===== config.mk =====
export PLATFORM = sky130hd
export DESIGN_NAME = sd_dma_rx_fifo_gen
export DESIGN_NICKNAME = d
export VERILOG_FILES = /design/src/rtl/sd_dma_rx_fifo_gen.sv
export SDC_FILE = /design/constraint.sdc
export NUM_CORES = 2
export LEC_CHECK = 0
export CAP_MARGIN = 15
export CORE_MARGIN = 4
export CORE_UTILIZATION = 40
export DETAILED_ROUTE_END_ITERATION = 12
export MAX_ROUTING_LAYER = met4
export PLACE_DENSITY = 0.56
export SYNTH_ARGS = -nofsm -noshare
export SYNTH_HDL_FRONTEND = slang
export SYNTH_SLANG_ARGS = --single-unit

===== constraint.sdc =====
create_clock -name clk -period 7.7 [get_ports clk]
set_clock_uncertainty 0.1 [all_clocks]
set_input_delay 1.155 -clock clk [delete_from_list [all_inputs] [get_ports clk]]
set_output_delay 1.155 -clock clk [all_outputs]
set_load 0.01 [all_outputs]

===== src/rtl/sd_dma_rx_fifo_gen.sv =====
// sd_dma_rx_fifo_gen: SD RX buffer packing DP beats into DMA words, released to DMA a chunk at a time, with flush.
// Ports:
//   clk, reset        clock and synchronous active-high reset
//   dp_ptr_reset      clears write pointer, lane index, commit pointer, flush FSM and overflow flag
//   dp_write_strobe   one beat on dp_wdata this cycle
//   dp_flush          pad and commit everything written so far; dp_flush_busy while in progress
//   dp_full           no free word slot; dp_overflow is sticky after a dropped beat
//   dma_ptr_reset     clears read pointer
//   dma_read_strobe   read next committed word when dma_can_read
//   dma_rdata         read data, updated one cycle after an accepted read with dma_rdata_valid
//   dma_words_avail   committed unread words; dma_chunk_ready when at least one chunk is available
module sd_dma_rx_fifo_gen #(
    parameter int DP_W          = 32,
    parameter int RATIO_L2      = 1,
    parameter int CHUNK_L2      = 3,
    parameter int NUM_CHUNKS_L2 = 2,
    parameter int FIFO_L2       = CHUNK_L2 + NUM_CHUNKS_L2
) (
    input  logic                    clk,
    input  logic                    reset,
    input  logic                    dp_ptr_reset,
    input  logic                    dp_write_strobe,
    input  logic [DP_W-1:0]         dp_wdata,
    input  logic                    dp_flush,
    output logic                    dp_flush_busy,
    output logic                    dp_full,
    output logic                    dp_overflow,
    input  logic                    dma_ptr_reset,
    input  logic                    dma_read_strobe,
    output logic                    dma_can_read,
    output logic [(DP_W << RATIO_L2)-1:0] dma_rdata,
    output logic                    dma_rdata_valid,
    output logic [FIFO_L2:0]        dma_words_avail,
    output logic                    dma_chunk_ready
);
    localparam int DMA_W = DP_W << RATIO_L2;
    localparam int RATIO = 1 << RATIO_L2;
    localparam int LW    = RATIO_L2 > 0 ? RATIO_L2 : 1;
    localparam int PW    = FIFO_L2 + 1;
    localparam logic [PW-1:0] DEPTH       = PW'(1) << FIFO_L2;
    localparam logic [PW-1:0] CHUNK_WORDS = PW'(1) << CHUNK_L2;
    localparam logic [PW-1:0] CHUNK_MASK  = CHUNK_WORDS - PW'(1);

    typedef enum logic [1:0] {IDLE, PAD, COMMIT} state_t;

    state_t            state_q, state_d;
    logic [PW-1:0]     wptr_q, wptr_d, cptr_q, cptr_d, rptr_q, rptr_d;
    logic [LW-1:0]     lane_q, lane_d, lane_nxt;
    logic [DMA_W-1:0]  stage_q, stage_d;
    logic              ovf_q, ovf_d;
    logic [DMA_W-1:0]  rdata_q;
    logic              rvalid_q;
    logic [DMA_W-1:0]  mem [0:(1 << FIFO_L2)-1];
    logic              accept, last, dp_wr, pad_wr, ram_we, rd;
    logic [DMA_W-1:0]  wword, pad_word, ram_wdata;
    logic [PW-1:0]     wptr_inc;

    assign dp_full         = (wptr_q - rptr_q) == DEPTH;
    assign dp_flush_busy   = state_q != IDLE;
    assign dp_overflow     = ovf_q;
    assign accept          = dp_write_strobe && !dp_full && !dp_flush_busy && !dp_ptr_reset;
    assign last            = lane_q == LW'(RATIO - 1);
    assign dp_wr           = accept && last;
    assign lane_nxt        = accept ? (last ? '0 : lane_q + LW'(1)) : lane_q;
    assign pad_wr          = (state_q == PAD) && !dp_full && !dp_ptr_reset;
    // The RAM is single-ported: any write this cycle blocks the read.
    assign ram_we          = dp_wr || pad_wr;
    assign ram_wdata       = dp_wr ? wword : pad_word;
    assign wptr_inc        = wptr_q + PW'(1);
    assign dma_can_read    = (cptr_q != rptr_q) && !ram_we;
    assign rd              = dma_read_strobe && dma_can_read && !dma_ptr_reset;
    assign dma_words_avail = cptr_q - rptr_q;
    assign dma_chunk_ready = dma_words_avail >= CHUNK_WORDS;
    assign dma_rdata       = rdata_q;
    assign dma_rdata_valid = rvalid_q;

    // wword is the staged word with the current beat dropped into its lane; on the last lane it is the full RAM word.
    always_comb begin
        wword = stage_q;
        wword[DP_W*lane_q +: DP_W] = dp_wdata;
        pad_word = '0;
        for (int i = 0; i < RATIO; i++)
            pad_word[i*DP_W +: DP_W] = (LW'(i) < lane_q) ? stage_q[i*DP_W +: DP_W] : '0;
        stage_d = accept ? wword : stage_q;
    end

    always_comb begin
        state_d = state_q;
        wptr_d  = wptr_q;
        cptr_d  = cptr_q;
        lane_d  = lane_nxt;
        ovf_d   = ovf_q | (dp_write_strobe && !accept);
        rptr_d  = dma_ptr_reset ? '0 : (rd ? rptr_q + PW'(1) : rptr_q);
        if (dp_wr) begin
            wptr_d = wptr_inc;
            if ((wptr_inc & CHUNK_MASK) == '0) cptr_d = wptr_inc;
        end
        case (state_q)
            IDLE:    if (dp_flush) state_d = (lane_nxt != '0) ? PAD : COMMIT;
            PAD:     if (pad_wr) begin
                         wptr_d  = wptr_inc;
                         lane_d  = '0;
                         state_d = COMMIT;
                     end
            COMMIT:  begin
                         cptr_d  = wptr_q;
                         state_d = IDLE;
                     end
            default: state_d = IDLE;
        endcase
        if (dp_ptr_reset) begin
            state_d = IDLE;
            wptr_d  = '0;
            cptr_d  = '0;
            lane_d  = '0;
            ovf_d   = 1'b0;
        end
    end

    always_ff @(posedge clk) begin
        if (reset) begin
            state_q  <= IDLE;
            wptr_q   <= '0;
            cptr_q   <= '0;
            rptr_q   <= '0;
            lane_q   <= '0;
            stage_q  <= '0;
            ovf_q    <= 1'b0;
            rdata_q  <= '0;
            rvalid_q <= 1'b0;
        end else begin
            state_q  <= state_d;
            wptr_q   <= wptr_d;
            cptr_q   <= cptr_d;
            rptr_q   <= rptr_d;
            lane_q   <= lane_d;
            stage_q  <= stage_d;
            ovf_q    <= ovf_d;
            rvalid_q <= rd;
            if (rd) rdata_q <= mem[rptr_q[FIFO_L2-1:0]];
        end
    end

    always_ff @(posedge clk) begin
        if (ram_we) mem[wptr_q[FIFO_L2-1:0]] <= ram_wdata;
    end
endmodule

==> impl_results.md <==
- Clock Path Buffers: 3
- Worst slew pin tran: 1.15 ns
- Placed instance count: 7106
- Switch Pwr: 0.00467 W
- Setup-failing EPs final: 0
- Critical path fanouts, max: 46
- First-pass GRT wire length: 330 mm
- Layout cells sized above 1: 19.5%
- Final worst slack: between 1 and 1.5 ns
- I/O pin cnt: 115
- Synth Area in Compound Gates: 3.52%
- Die area: 219000 sq um
- Synth cell count leaders: 2048 x edfxtp_1, 418 x mux2i_1, 384 x mux4_2, 306 x nor2_1, 151 x dfxtp_1
- Core Box Area: 210000 sq um
- Period utilization: 82.6%
- CTS buffer count: about 220
- Fin. max-slew vios: 0
- Synth Cell Area: between 80000 and 90000 sq um
- Antenna Violating Nets Remaining: 0
- Average size of a mapped cell: 19.6 sq um
- Area grow syn2layout: 14.9%
- Yosys top cell area share: just over 70%
- Worst hold path type: reg -> reg
- Fmax: 157 MHz
- Clk_lat worst skew: between 0.8 and 0.9 ns
- Peak supply drop: roughly 0.23 mV
- Reg-to-reg slack, setup: between 1.5 and 2 ns
- Routed wl met2: about 110 mm
- Outcome: finished clean
- Util after Layout: between 40% and 50%
- Worst slack, placed: 1.76 ns
- Initial core utilization: about 40%
- Vias in the first global route: approximately 43000
- Area leader, netlist: edfxtp_1
- CP endpoint kind: output port
- RSZ-0062 raised after global routing: false
- Die width: 468 um
- Most frequent cell after synthesis: edfxtp_1
- Final std cells w/o fill: 7533
- Total iterations of the first detailed-routing run: 6
- Power density over the cells: 244 nW/um^2
- Mean number of vias per cell: around 5.7
- Nets: 4592
- Uppermost layer routed: met4
- Sequential share of the synthesized area: 76.3%
- Max-Slew Margin vs Limit: 21.5%
- Seq pwr share: 54.4%
- Setup TNS: 0 ns
- Post-Synthesis Cells: approximately 4300
- DRC viols: 0
- # rows: 168
- H-tree levels: 4
- M1 WL: 98.3 mm
- Remaining Overflow, GRT: 0
- Req. time, crit path: 6.44 ns
- Die Y-Extent: ~470 um
- CP Class: reg -> out
- Vias: 42800
- Critical Path AT: 5.11 ns
- Yosys cell types: 54
- Multiplexer share of the synthesized area: 15.2%
- Async set-or-reset flop fraction in the synthesized netlist: 0%
- Setup crit start kind: flip-flop
- Clock power share: 44.7%
- Post-CTS sizing: 0
- Fin. Hold Viols: 0
- Root buf cell: clkbuf_16
- Initial antenna violation count: 4
- Drt total wl: 231 mm
- Pin count of the biggest net entering global routing: 112
- Post-Synth XOR/XNOR Area: 0.114%
- Min Clock Period, post-route: 6.36 ns
- Switching portion of total power: roughly 20%
- Hold_buf cts: 0
- Worst Setup SP: rptr_q[4]
- Buffer count from post-CTS setup fixing: 0
- LEAKAGE: 30.0 nW
- Largest family of logic cells by synthesized area: multiplexers
- Post-Syn Nets: 4370
- Internal power: 0.0190 W
- Port buffer count: roughly 110
- Maxcap violations: 0
- CTS clk-pin slew, worst paths: approximately 0.060 ns
- Per-cell routed wire length: ~31 um
- Number of synthesized flops with an enable pin: 2048
- Sink Count: 2199
- Area share of fa/ha/maj cells after synthesis: 0.290%
- Post-synthesis register bit count: ~2200
- Simple-gate share of the synthesized area: 3.22%
- Total GRT Usage: 21.7%
- Area contributors post-synth: edfxtp_1 73%, mux4_2 10%, mux2i_1 4.9%, dfxtp_1 3.6%, nor2_1 1.4%
- RR Startpoint: rptr_q[4]
- HPWL after DPL: between 100 and 150 mm
- Main synth FF type: edfxtp_1
- Combinational Power Share: 0.9%
- Drt initial violations: 4276
- RePlAce Congestion: approximately 0.82
- Yosys warns: 0
- CTS tree: built
- Met3 routed WL: 12.7 mm
-- worst max-delay path, stage by stage, from the launching register on --
cell	delay, ns
dfxtp_4	0.87
inv_4	0.31
ha_1	0.32
or3_1	0.37
o32ai_1	0.14
o211ai_1	0.13
buf_4	0.19
and3_1	0.17
ha_2	0.18
a21o_1	0.35
a21oi_1	0.54
clkdlybuf4s50_1	0.66
-- state kept, by name, summed over array words and instances, names as in the netlist, named ones only --
signal and cells:
dma_rdata_valid 1, mem 2048, wptr_q 6, dp_overflow 1, stage_q 32, cptr_q 6, dma_rdata 64, state_q 2
rptr_q 6, lane_q 1
-- power groups by stage --
stage	clock network, W	logic, W	registers (W)
after detailed placement	0	0.000211	0.0132
after floorplan	0	0.000110	0.0131
after CTS	0.0108	0.000212	0.0129
after global routing	0.0113	0.000223	0.0129
final	0.0106	0.000209	0.0129
after global placement	0	0.000209	0.0132
-- metrics by stage --
step                      power, W  hold WS [ns]  cell area [sq um]
after floorplan             0.0133         0.352              84600
after global placement      0.0134         0.363              89800
after detailed placement    0.0134         0.372              89800
after CTS                   0.0239         0.388              97000
after global routing        0.0244         0.411              97200
final                       0.0237         0.389              97200
-- routing by layer --
layer | vias up | GRT usage (%)
met3 | 307 | 2.82
met1 | 23100 | 29.2
met2 | 1426 | 35.3
met5 | - | -
met4 | 0 | 5.54
li1 | 18000 | -
-- path summary, 6_finish.rpt --
kind                  end  cells after the start
max          dma_can_read                     11
min             flip-flop                      2
max reg2reg   mem[12][45]                     13
min reg2reg     flip-flop                      2
-- cell families after synthesis --
logic type      after synthesis
xor+xnor                     11
buf+inv                     269
simple gates                579
mux                         802
fa+ha+maj                    19
compound gates              433
flops                      2199
-- cells in the final DEF (no fill, tap or decap), types with 67 or more instances in the layout --
master / n
edfxtp_1: 2048
buf_4: 98
mux2i_1: 418
nand2_1: 81
nor2_1: 277
o31ai_1: 68
mux4_2: 384
a21oi_1: 143
clkbuf_16: 229
dfxtp_1: 147
clkdlybuf4s50_1: 113
nand3b_1: 67
-- layout make-up --
| class | instances | area, sq um |
|---|---|---|
| clock buffer | 309 | 6150 |
| tap | 2805 | 3510 |
| multi-input combinational | 1844 | 19200 |
| clock inverter | 107 | 1000 |
| fill | 17600 | 113000 |
| inverter | 15 | 58.8 |
| timing repair buffer | 252 | 2670 |
| antenna | 2 | 5.00 |
| sequential | 2199 | 64500 |
No activity file was read; power rests on OpenSTA's default activity.
